<file path="src/rtl/seg7_pkg.sv">
// Shared definitions for the 7-segment readback monitor: active-low segment
// codes (bit 0 = segment a, bit 6 = segment g) and the capture FSM states.
package seg7_pkg;

  localparam logic [6:0] SEG_0     = 7'h40;
  localparam logic [6:0] SEG_1     = 7'h79;
  localparam logic [6:0] SEG_2     = 7'h24;
  localparam logic [6:0] SEG_3     = 7'h30;
  localparam logic [6:0] SEG_4     = 7'h19;
  localparam logic [6:0] SEG_5     = 7'h12;
  localparam logic [6:0] SEG_6     = 7'h02;
  localparam logic [6:0] SEG_7     = 7'h78;
  localparam logic [6:0] SEG_8     = 7'h00;
  localparam logic [6:0] SEG_9     = 7'h18;
  localparam logic [6:0] SEG_A     = 7'h08;
  localparam logic [6:0] SEG_B     = 7'h03;
  localparam logic [6:0] SEG_C     = 7'h46;
  localparam logic [6:0] SEG_D     = 7'h21;
  localparam logic [6:0] SEG_E     = 7'h06;
  localparam logic [6:0] SEG_F     = 7'h0E;
  localparam logic [6:0] SEG_BLANK = 7'h7F;

  typedef enum logic [1:0] {
    ST_IDLE   = 2'd0,
    ST_SETTLE = 2'd1,
    ST_SCAN   = 2'd2,
    ST_HOLD   = 2'd3
  } state_e;

endpackage

</file>
<file path="src/rtl/seg7_to_hex.sv">
// Combinational inverse of the hex-to-7-segment encoder. Unknown patterns,
// including a blank digit, map to nibble 0 with the error flag raised.
module seg7_to_hex
  import seg7_pkg::*;
(
  input  logic [6:0] i_seg,
  output logic [3:0] o_nibble,
  output logic       o_err
);

  // Pattern lookup; anything outside the 16 legal codes is an error.
  always_comb begin
    o_nibble = 4'h0;
    o_err    = 1'b0;
    case (i_seg)
      SEG_0:     o_nibble = 4'h0;
      SEG_1:     o_nibble = 4'h1;
      SEG_2:     o_nibble = 4'h2;
      SEG_3:     o_nibble = 4'h3;
      SEG_4:     o_nibble = 4'h4;
      SEG_5:     o_nibble = 4'h5;
      SEG_6:     o_nibble = 4'h6;
      SEG_7:     o_nibble = 4'h7;
      SEG_8:     o_nibble = 4'h8;
      SEG_9:     o_nibble = 4'h9;
      SEG_A:     o_nibble = 4'hA;
      SEG_B:     o_nibble = 4'hB;
      SEG_C:     o_nibble = 4'hC;
      SEG_D:     o_nibble = 4'hD;
      SEG_E:     o_nibble = 4'hE;
      SEG_F:     o_nibble = 4'hF;
      SEG_BLANK: o_err    = 1'b1;
      default:   o_err    = 1'b1;
    endcase
  end

endmodule

</file>
<file path="src/rtl/seg7_reader.sv">
// Readback monitor for the HEX display bus: waits for the bus to settle,
// decodes one digit per cycle from a frozen snapshot, then hands off the word.
module seg7_reader
  import seg7_pkg::*;
#(
  parameter int NUM_DIGITS    = 4,
  parameter int STABLE_CYCLES = 4,
  parameter int TIMEOUT       = 256
) (
  input  logic                    i_clk,
  input  logic                    i_rst,
  input  logic [7*NUM_DIGITS-1:0] i_seg_in,
  input  logic                    i_sample_req,
  output logic                    o_busy,
  output logic                    o_valid,
  input  logic                    i_ready,
  output logic [4*NUM_DIGITS-1:0] o_value,
  output logic [NUM_DIGITS-1:0]   o_digit_err,
  output logic                    o_timeout
);

  localparam int STAB_W = (STABLE_CYCLES > 1) ? $clog2(STABLE_CYCLES) : 1;
  localparam int TO_W   = (TIMEOUT > 1) ? $clog2(TIMEOUT) : 1;
  localparam int IDX_W  = (NUM_DIGITS > 1) ? $clog2(NUM_DIGITS) : 1;

  localparam logic [STAB_W-1:0] STAB_LAST = STAB_W'(STABLE_CYCLES - 1);
  localparam logic [TO_W-1:0]   TO_LAST   = TO_W'(TIMEOUT - 1);
  localparam logic [IDX_W-1:0]  IDX_LAST  = IDX_W'(NUM_DIGITS - 1);

  state_e                    r_state;
  logic [7*NUM_DIGITS-1:0]   r_snap;
  logic [STAB_W-1:0]         r_stab_cnt;
  logic [TO_W-1:0]           r_to_cnt;
  logic [IDX_W-1:0]          r_idx;
  logic                      r_busy;
  logic                      r_valid;
  logic [4*NUM_DIGITS-1:0]   r_value;
  logic [NUM_DIGITS-1:0]     r_digit_err;
  logic                      r_timeout;

  logic [6:0]                w_digit_seg;
  logic [3:0]                w_nibble;
  logic                      w_err;
  logic                      w_same;

  assign w_same      = (i_seg_in == r_snap);
  assign w_digit_seg = r_snap[7*int'(r_idx) +: 7];

  seg7_to_hex u_dec (
    .i_seg    (w_digit_seg),
    .o_nibble (w_nibble),
    .o_err    (w_err)
  );

  // Capture FSM with counters, snapshot and registered result.
  always_ff @(posedge i_clk or posedge i_rst) begin
    if (i_rst) begin
      r_state     <= ST_IDLE;
      r_snap      <= '0;
      r_stab_cnt  <= '0;
      r_to_cnt    <= '0;
      r_idx       <= '0;
      r_busy      <= 1'b0;
      r_valid     <= 1'b0;
      r_value     <= '0;
      r_digit_err <= '0;
      r_timeout   <= 1'b0;
    end else begin
      case (r_state)
        ST_IDLE: begin
          if (i_sample_req) begin
            r_snap      <= i_seg_in;
            r_stab_cnt  <= '0;
            r_to_cnt    <= '0;
            r_value     <= '0;
            r_digit_err <= '0;
            r_timeout   <= 1'b0;
            r_busy      <= 1'b1;
            r_state     <= ST_SETTLE;
          end
        end
        ST_SETTLE: begin
          // Stability takes priority over a coincident timeout.
          if (w_same && (r_stab_cnt == STAB_LAST)) begin
            r_idx   <= '0;
            r_state <= ST_SCAN;
          end else if (r_to_cnt == TO_LAST) begin
            r_timeout   <= 1'b1;
            r_value     <= '0;
            r_digit_err <= '1;
            r_busy      <= 1'b0;
            r_valid     <= 1'b1;
            r_state     <= ST_HOLD;
          end else begin
            r_to_cnt <= r_to_cnt + 1'b1;
            if (w_same) begin
              r_stab_cnt <= r_stab_cnt + 1'b1;
            end else begin
              r_snap     <= i_seg_in;
              r_stab_cnt <= '0;
            end
          end
        end
        ST_SCAN: begin
          r_value[4*int'(r_idx) +: 4] <= w_nibble;
          r_digit_err[r_idx]          <= w_err;
          if (r_idx == IDX_LAST) begin
            r_busy  <= 1'b0;
            r_valid <= 1'b1;
            r_state <= ST_HOLD;
          end else begin
            r_idx <= r_idx + 1'b1;
          end
        end
        ST_HOLD: begin
          if (i_ready) begin
            r_valid <= 1'b0;
            r_state <= ST_IDLE;
          end
        end
        default: begin
          r_busy  <= 1'b0;
          r_valid <= 1'b0;
          r_state <= ST_IDLE;
        end
      endcase
    end
  end

  assign o_busy      = r_busy;
  assign o_valid     = r_valid;
  assign o_value     = r_value;
  assign o_digit_err = r_digit_err;
  assign o_timeout   = r_timeout;

endmodule

</file>
<file path="config.mk">
export PLATFORM = sky130hd
export DESIGN_NAME = seg7_reader
export DESIGN_NICKNAME = d
export VERILOG_FILES = /design/src/rtl/seg7_pkg.sv /design/src/rtl/seg7_to_hex.sv /design/src/rtl/seg7_reader.sv
export SDC_FILE = /design/constraint.sdc
export NUM_CORES = 1
export LEC_CHECK = 0
export CORE_MARGIN = 2
export CORE_UTILIZATION = 55
export DETAILED_ROUTE_END_ITERATION = 12
export PLACE_DENSITY = 0.78
export SYNTH_ARGS = -nofsm -noshare
export SYNTH_HDL_FRONTEND = slang
export SYNTH_SLANG_ARGS = --single-unit
</file>
<file path="constraint.sdc">
create_clock -name i_clk -period 3 [get_ports i_clk]
set_input_delay 0.45 -clock i_clk [delete_from_list [all_inputs] [get_ports i_clk]]
set_output_delay 0.45 -clock i_clk [all_outputs]
set_load 0.01 [all_outputs]
</file>
## Word level (Yosys, flattened, before mapping)

Cells that the tools add are included.
Widths: inputs -> output; s select.

- Memory bits (read-only): 0
- Register bits after elaboration: 65
- Memories kept: 0
- Output and inout port bits: 23
- Memory bits (writable): 0
- Input port bits: 32
- Latch bits: 0

- Add/sub/neg operators: 4
- Multiplexer cells: 49
- Shifts and indexed selects: 3
- Multipliers: 1
- Equality and inequality tests: 32
- Divide/modulo/power cells: 0
- $lt $le $gt $ge: 2
- Bitwise operators: 0
- Reductions and logical operators: 17

Operators with widths:

| operator | number |
|---|---|
| $mux 28 | 4 |
| $pmux 4 s15 | 1 |
| $pmux 28 s2 | 1 |
| $mux 16 | 3 |
| $pmux 16 s3 | 1 |
| $neg 4->33 | 1 |
| $shift 4x33->16 const A | 1 |
| $shiftx 4x33->16 | 1 |
| $eq 28x28->1 | 1 |
| $eq 7x7->1 const B | 4 |
| $shiftx 28x6->7 | 1 |
| $mux 8 | 3 |
| $mux 2 | 11 |
| $eq 7x5->1 const B | 3 |
| $eq 7x6->1 const B | 3 |
| $ne 2x2->1 const B | 9 |
| $bwmux 16 | 1 |
| $pmux 8 s2 | 1 |
| $reduce_and 4->1 | 4 |
| $reduce_or 16->1 | 1 |
| $reduce_and 5->1 | 3 |
| $eq 7x2->1 const B | 2 |
| $eq 7x4->1 const B | 2 |
| $mux 4 | 3 |
| other kinds (24) | 43 |

## Longest topological paths before layout

- Depth after elaboration: 7
- Gate-level depth with buffers: 9
- Gate-level depth less buffers: 7

## By module

Synthesis repeated with hierarchy kept, for this count alone.

- Cell total of the unflattened synthesis: 384
- Area, all modules: 4234.1 µm²

By module, submodules not included:

| module | seq. area each (µm²) | instances | area an instance (µm²) | cells each |
|---|---|---|---|---|
| seg7_reader | 1626.6 | 1 | 3811.2 | 326 |
| seg7_to_hex | 0.0 | 1 | 422.9 | 58 |

## Worst setup path after synthesis

Ideal clock, no wire load.

- Kind: input to register
- From: input i_seg_in[27]
- To: register r_snap[10]
- Path slack: 0.729 ns
- Data arrival time: 2.146 ns
- Stages: 8
- Cells stage by stage: xor2_1 nor4_1 nand3_1 o21ai_0 nand2_1 nand2_1 buf_2 mux2_2

- Word-level cells in the longest chain between the ends: 4
- Elaborated cells on any way between the ends: 5
- Those cells by class: 3 x eq/ne; 2 x reduce/logical

RTL lines:

| what | RTL line | source |
|---|---|---|
| start, declared | seg7_reader.sv:12 | `input logic [7*NUM_DIGITS-1:0] i_seg_in,` |
| $eq 28x28->1 * | seg7_reader.sv:46 | `assign w_same = (i_seg_in == r_snap);` |
| $logic_and 1x1->1 | seg7_reader.sv:84 | `if (w_same && (r_stab_cnt == STAB_LAST)) begin` |
| $ne 2x2->1 (no source line) | -- |  |
| $reduce_and 5->1 (no source line) * | -- |  |
| end signal, assigned | seg7_reader.sv:72 | `r_snap <= i_seg_in;` |
| end signal, assigned | seg7_reader.sv:99 | `r_snap <= i_seg_in;` |
| end, declared | seg7_reader.sv:31 | `logic [7*NUM_DIGITS-1:0] r_snap;` |

Every way passes the cells marked *; elsewhere a longest branch is shown, timed or not.
A chain may end at the register's enable or synchronous reset.

## Worst setup path after layout

- From: register r_idx[1]
- To: register r_digit_err[2], in the netlist o_digit_err[2]

- Word-level cells in the longest chain between the ends: 7
- Elaborated cells on any way between the ends: 27
- Those cells by class: 1 x mul; 2 x order compare; 15 x eq/ne; 1 x shift; 5 x mux; 3 x reduce/logical

RTL lines:

| what | RTL line | source |
|---|---|---|
| start, declared | seg7_reader.sv:34 | `logic [IDX_W-1:0] r_idx;` |
| start signal, assigned | seg7_reader.sv:112 | `r_idx <= r_idx + 1'b1;` |
| $mul 3x2->5 | seg7_reader.sv:47 | `assign w_digit_seg = r_snap[7*int'(r_idx) +: 7];` |
| $shiftx 28x6->7 | seg7_reader.sv:47 |  |
| $eq 7x7->1, or another cell as far along | seg7_to_hex.sv:15 | `case (i_seg)` |
| $reduce_or 16->1 (no source line) | -- |  |
| $mux 1 | seg7_to_hex.sv:15 |  |
| $bwmux 4 * | seg7_reader.sv:106 | `r_digit_err[r_idx] <= w_err;` |
| $pmux 4 s3 * | seg7_reader.sv:69 | `case (r_state)` |
| end signal, assigned by index | seg7_reader.sv:106 |  |
| end, declared | seg7_reader.sv:38 | `logic [NUM_DIGITS-1:0] r_digit_err;` |

Marks and branches as above.

==> impl_metrics.csv <==
group,metric,value,unit
synthesis,syn_nets,400,
clock_tree,cts.sinks,65,
clock_tree,cts_buffers,9,
route,drtIter0Drc,168,
timing,max_freq,356,MHz
timing,relSlewSlack,53.2,%
clock_tree,cts_resized,0,
setup_path,slowest_delay,740,ps
route,post-route-drc-count,0,
synthesis,synth_cells,354,
timing,grt_setup_unrepaired,"no",
global_route,first_global_vias,2949,
global_route,globalRouteOverflowTotal,0,
setup_path,worstRegToRegCells,7,
pwr,ir_drop,0.000522,V
global_route,antenna_found_initial,0,
timing,setup_violations,0,
route,wl,8.57,mm
cells_and_area,layout.cells.non_filler,516,
synthesis,ys_ff_latch,65,
synthesis,yosys.area_share.simple,15.8,%
synthesis,ys_seq_area_share,41.9,%
synthesis,yosys_warnings,0,
outcome,outcome,"finished, final reports clean",
timing,finalCritPeriodShare,93.7,%
synthesis,avgSynthCellArea,11.0,um2
synthesis,synthMuxAreaShare,13.4,%
setup_path,cp_slowest_cell,"mux4_2",
placement,place.gp.congestion,0.811,
synthesis,synth_cell_type_count,54,
timing,final.setup.tns,0,ps
clock_tree,holdBufCountCts,0,
route,vias,3022,
min_path,min_path_cells,1,
global_route,grt_max_degree,35,
route,postRouteAntennaNets,0,
setup_path,crit_type,"flip-flop to flip-flop",
pwr,power.density,1060,mW/mm2
cells_and_area,nets,461,
clock_tree,clockBufferDepth,2,
cells_and_area,area_delta_synth_final,23.1,%
clock_tree,clock_latency,350,ps
route,top_layer,"met4",
route,wl_met1,3.88,mm
synthesis,synth-xor-area-share,8.13,%
clock_tree,cts_setup_buffers,0,
setup_path,end_kind,"flip-flop",
timing,hold_violations,0,
pwr,p_leak,2.01,nW
timing,slew_violations,0,
synthesis,synthArstFlopShare,100,%
clock_tree,tritoncts,"built",
route,viasPerCell,5.86,
setup_path,crit_family,"multiplexers",
placement,io_buffers,54,
die,coreArea,0.00679,mm2
timing,tightest_slew,701,ps
setup_path,startpoint_type,"flip-flop",
route,routedWlPerCell,16.6,um
setup_path,path_depth,7,
timing,period_needed,2810,ps
die,die_h,88.0,um
die,std_cell_rows,30,
synthesis,synth-edff-count,0,
min_path,hp-class,"flip-flop to flip-flop",
die,io-pin-count,55,
setup_path,timing.critical_path.cells,"mux4_2 -> nor4bb_1 -> o31ai_2 -> o211ai_2 -> nor3_2 -> nand2_1 -> a32oi_1",
clock_tree,cts_max_level,3,
setup_path,crit_path_max_fanout,14,
setup_path,worstPathRequired,3260,ps
run,maxCapViolCount,0,
synthesis,ys.flop_type,"dfrtp_1",
route,drt-pass1-iter-count,4,
synthesis,yosys.area_share.adder,4.51,%
die,initial_core_util,57.1,%
route,wl_met2,4.22,mm
timing,fin_skew,10.5,ps
die,dieArea,0.00774,mm2
global_route,grt_pass1_wl,14.5,mm
cells_and_area,drive_above_1_share,17.6,%
clock_tree,path_clk_slew,80,ps
route,wl_met3,345,um
clock_tree,clock-root-buffer,"clkbuf_8",
synthesis,synth-compound-area-share,12.5,%
placement,dp_hpwl,6.12,mm
setup_path,cp_num_buf_inv,0,
die,fp.dieW,88.0,um
cells_and_area,antennaDiodeCount,0,
global_route,grtUsageTotal,24.2,%
synthesis,synth_top_family_by_area,"simple AND/OR/NAND/NOR gates",
synthesis,synth.cell_area,0.00388,mm2
placement,dp_cells,500,
setup_path,arrival,3070,ps
[Yosys cell counts (4+ instances only)]
cell type	instances	area share (%)
nand4_1	7	1.1
clkbuf_1	5	0.48
nor3_1	7	0.90
mux4_2	5	2.9
nor4_1	11	1.8
dfrtp_1	65	42
xor2_1	29	6.5
nand2b_1	6	0.97
xnor2_1	7	1.6
nand4b_1	4	0.90
buf_2	5	0.64
o21ai_0	15	1.9
ha_1	14	4.5
a21oi_1	13	1.7
nand3_1	9	1.2
o211ai_1	4	0.77
mux2_2	28	8.1
inv_1	11	1.1
nand2_1	24	2.3
a22o_1	15	3.4
buf_6	5	1.5
nor2_1	12	1.2
[cell type report]
| cell class | instances | area, um2 |
|---|---|---|
| well taps | 96 | 120 |
| clock inverters | 6 | 90.1 |
| multi-input cells | 263 | 2110 |
| inverters | 11 | 41.3 |
| clock buffers | 10 | 138 |
| fillers | 494 | 2020 |
| repair buffers | 65 | 648 |
| flip-flops and latches | 65 | 1630 |
[stage by stage]
step	area (um2)	setup WS, ps	utilization (%)	hold WS [ps]	power [mW]
after floorplan	3880	729	-	479	3.54
after global placement	4550	147	66.9	489	4.10
after detailed placement	4550	135	66.9	492	4.18
after CTS	4780	228	70.3	508	5.06
after global routing	4780	66.0	70.3	529	5.42
final	4780	188	70.3	507	5.07
[worst paths after layout]
check,from,to,slack (ps)
max,r_idx[1],o_digit_err[2],190
min,o_value[13],o_value[13],510
max reg2reg,r_idx[1],o_digit_err[2],190
min in group asynchronous,i_rst,o_digit_err[1],520
min reg2reg,o_value[13],o_value[13],510
max in group asynchronous,i_rst,r_snap[8],1850
[worst register-to-register path, delay by kind of cell, from the launching register on]
kind / cells / cell delay [ps]
DFF: 1 / 680
AOI/OAI and AO/OA: 3 / 670
and+or+nand+nor: 3 / 630
muxes: 1 / 740
[cell families (layout without fill, tap and decap cells)]
kind of cell | count (synthesis) | in the layout
AND/OR/NAND/NOR | 107 | 107
multiplexers | 39 | 39
XOR/XNOR | 36 | 36
buffers and inverters | 26 | 92
AO/OA/AOI/OAI | 67 | 67
adder cells (fa/ha/maj) | 14 | 14
flip-flops | 65 | 65
[power by group]
group | internal [mW] | switching, mW
clock | 0.493 | 0.367
combinational | 1.26 | 1.49
sequential | 1.17 | 0.294
[placed cells by master (no fill, tap or decap), types with 4 or more instances in the layout]
master	n
nor2_1	12
nand4_1	7
clkbuf_8	10
nand4b_1	4
nor4_1	11
nand2b_1	6
xnor2_1	7
o211ai_1	4
a22o_1	15
inv_1	10
nand2_1	24
clkdlybuf4s50_1	54
o21ai_0	15
nor3_1	7
ha_1	14
buf_4	9
xor2_1	29
dfrtp_1	65
a21oi_1	13
mux2_2	28
mux4_2	5
nand3_1	9
[registers in the layout, summed over array words and instances (netlist names)]
| register | flops |
|---|---|
| o_busy | 1 |
| o_digit_err | 4 |
| o_timeout | 1 |
| o_valid | 1 |
| o_value | 16 |
| r_idx | 2 |
| r_snap | 28 |
| r_stab_cnt | 2 |
| r_state | 2 |
| r_to_cnt | 8 |
[metal layers]
layer	track usage [%]	vias to the layer above
li1	-	1415
met1	32.3	1500
met2	40.0	93
met3	4.05	14
met4	8.81	0
met5	0	-
Power figures use the tool's default switching activity.
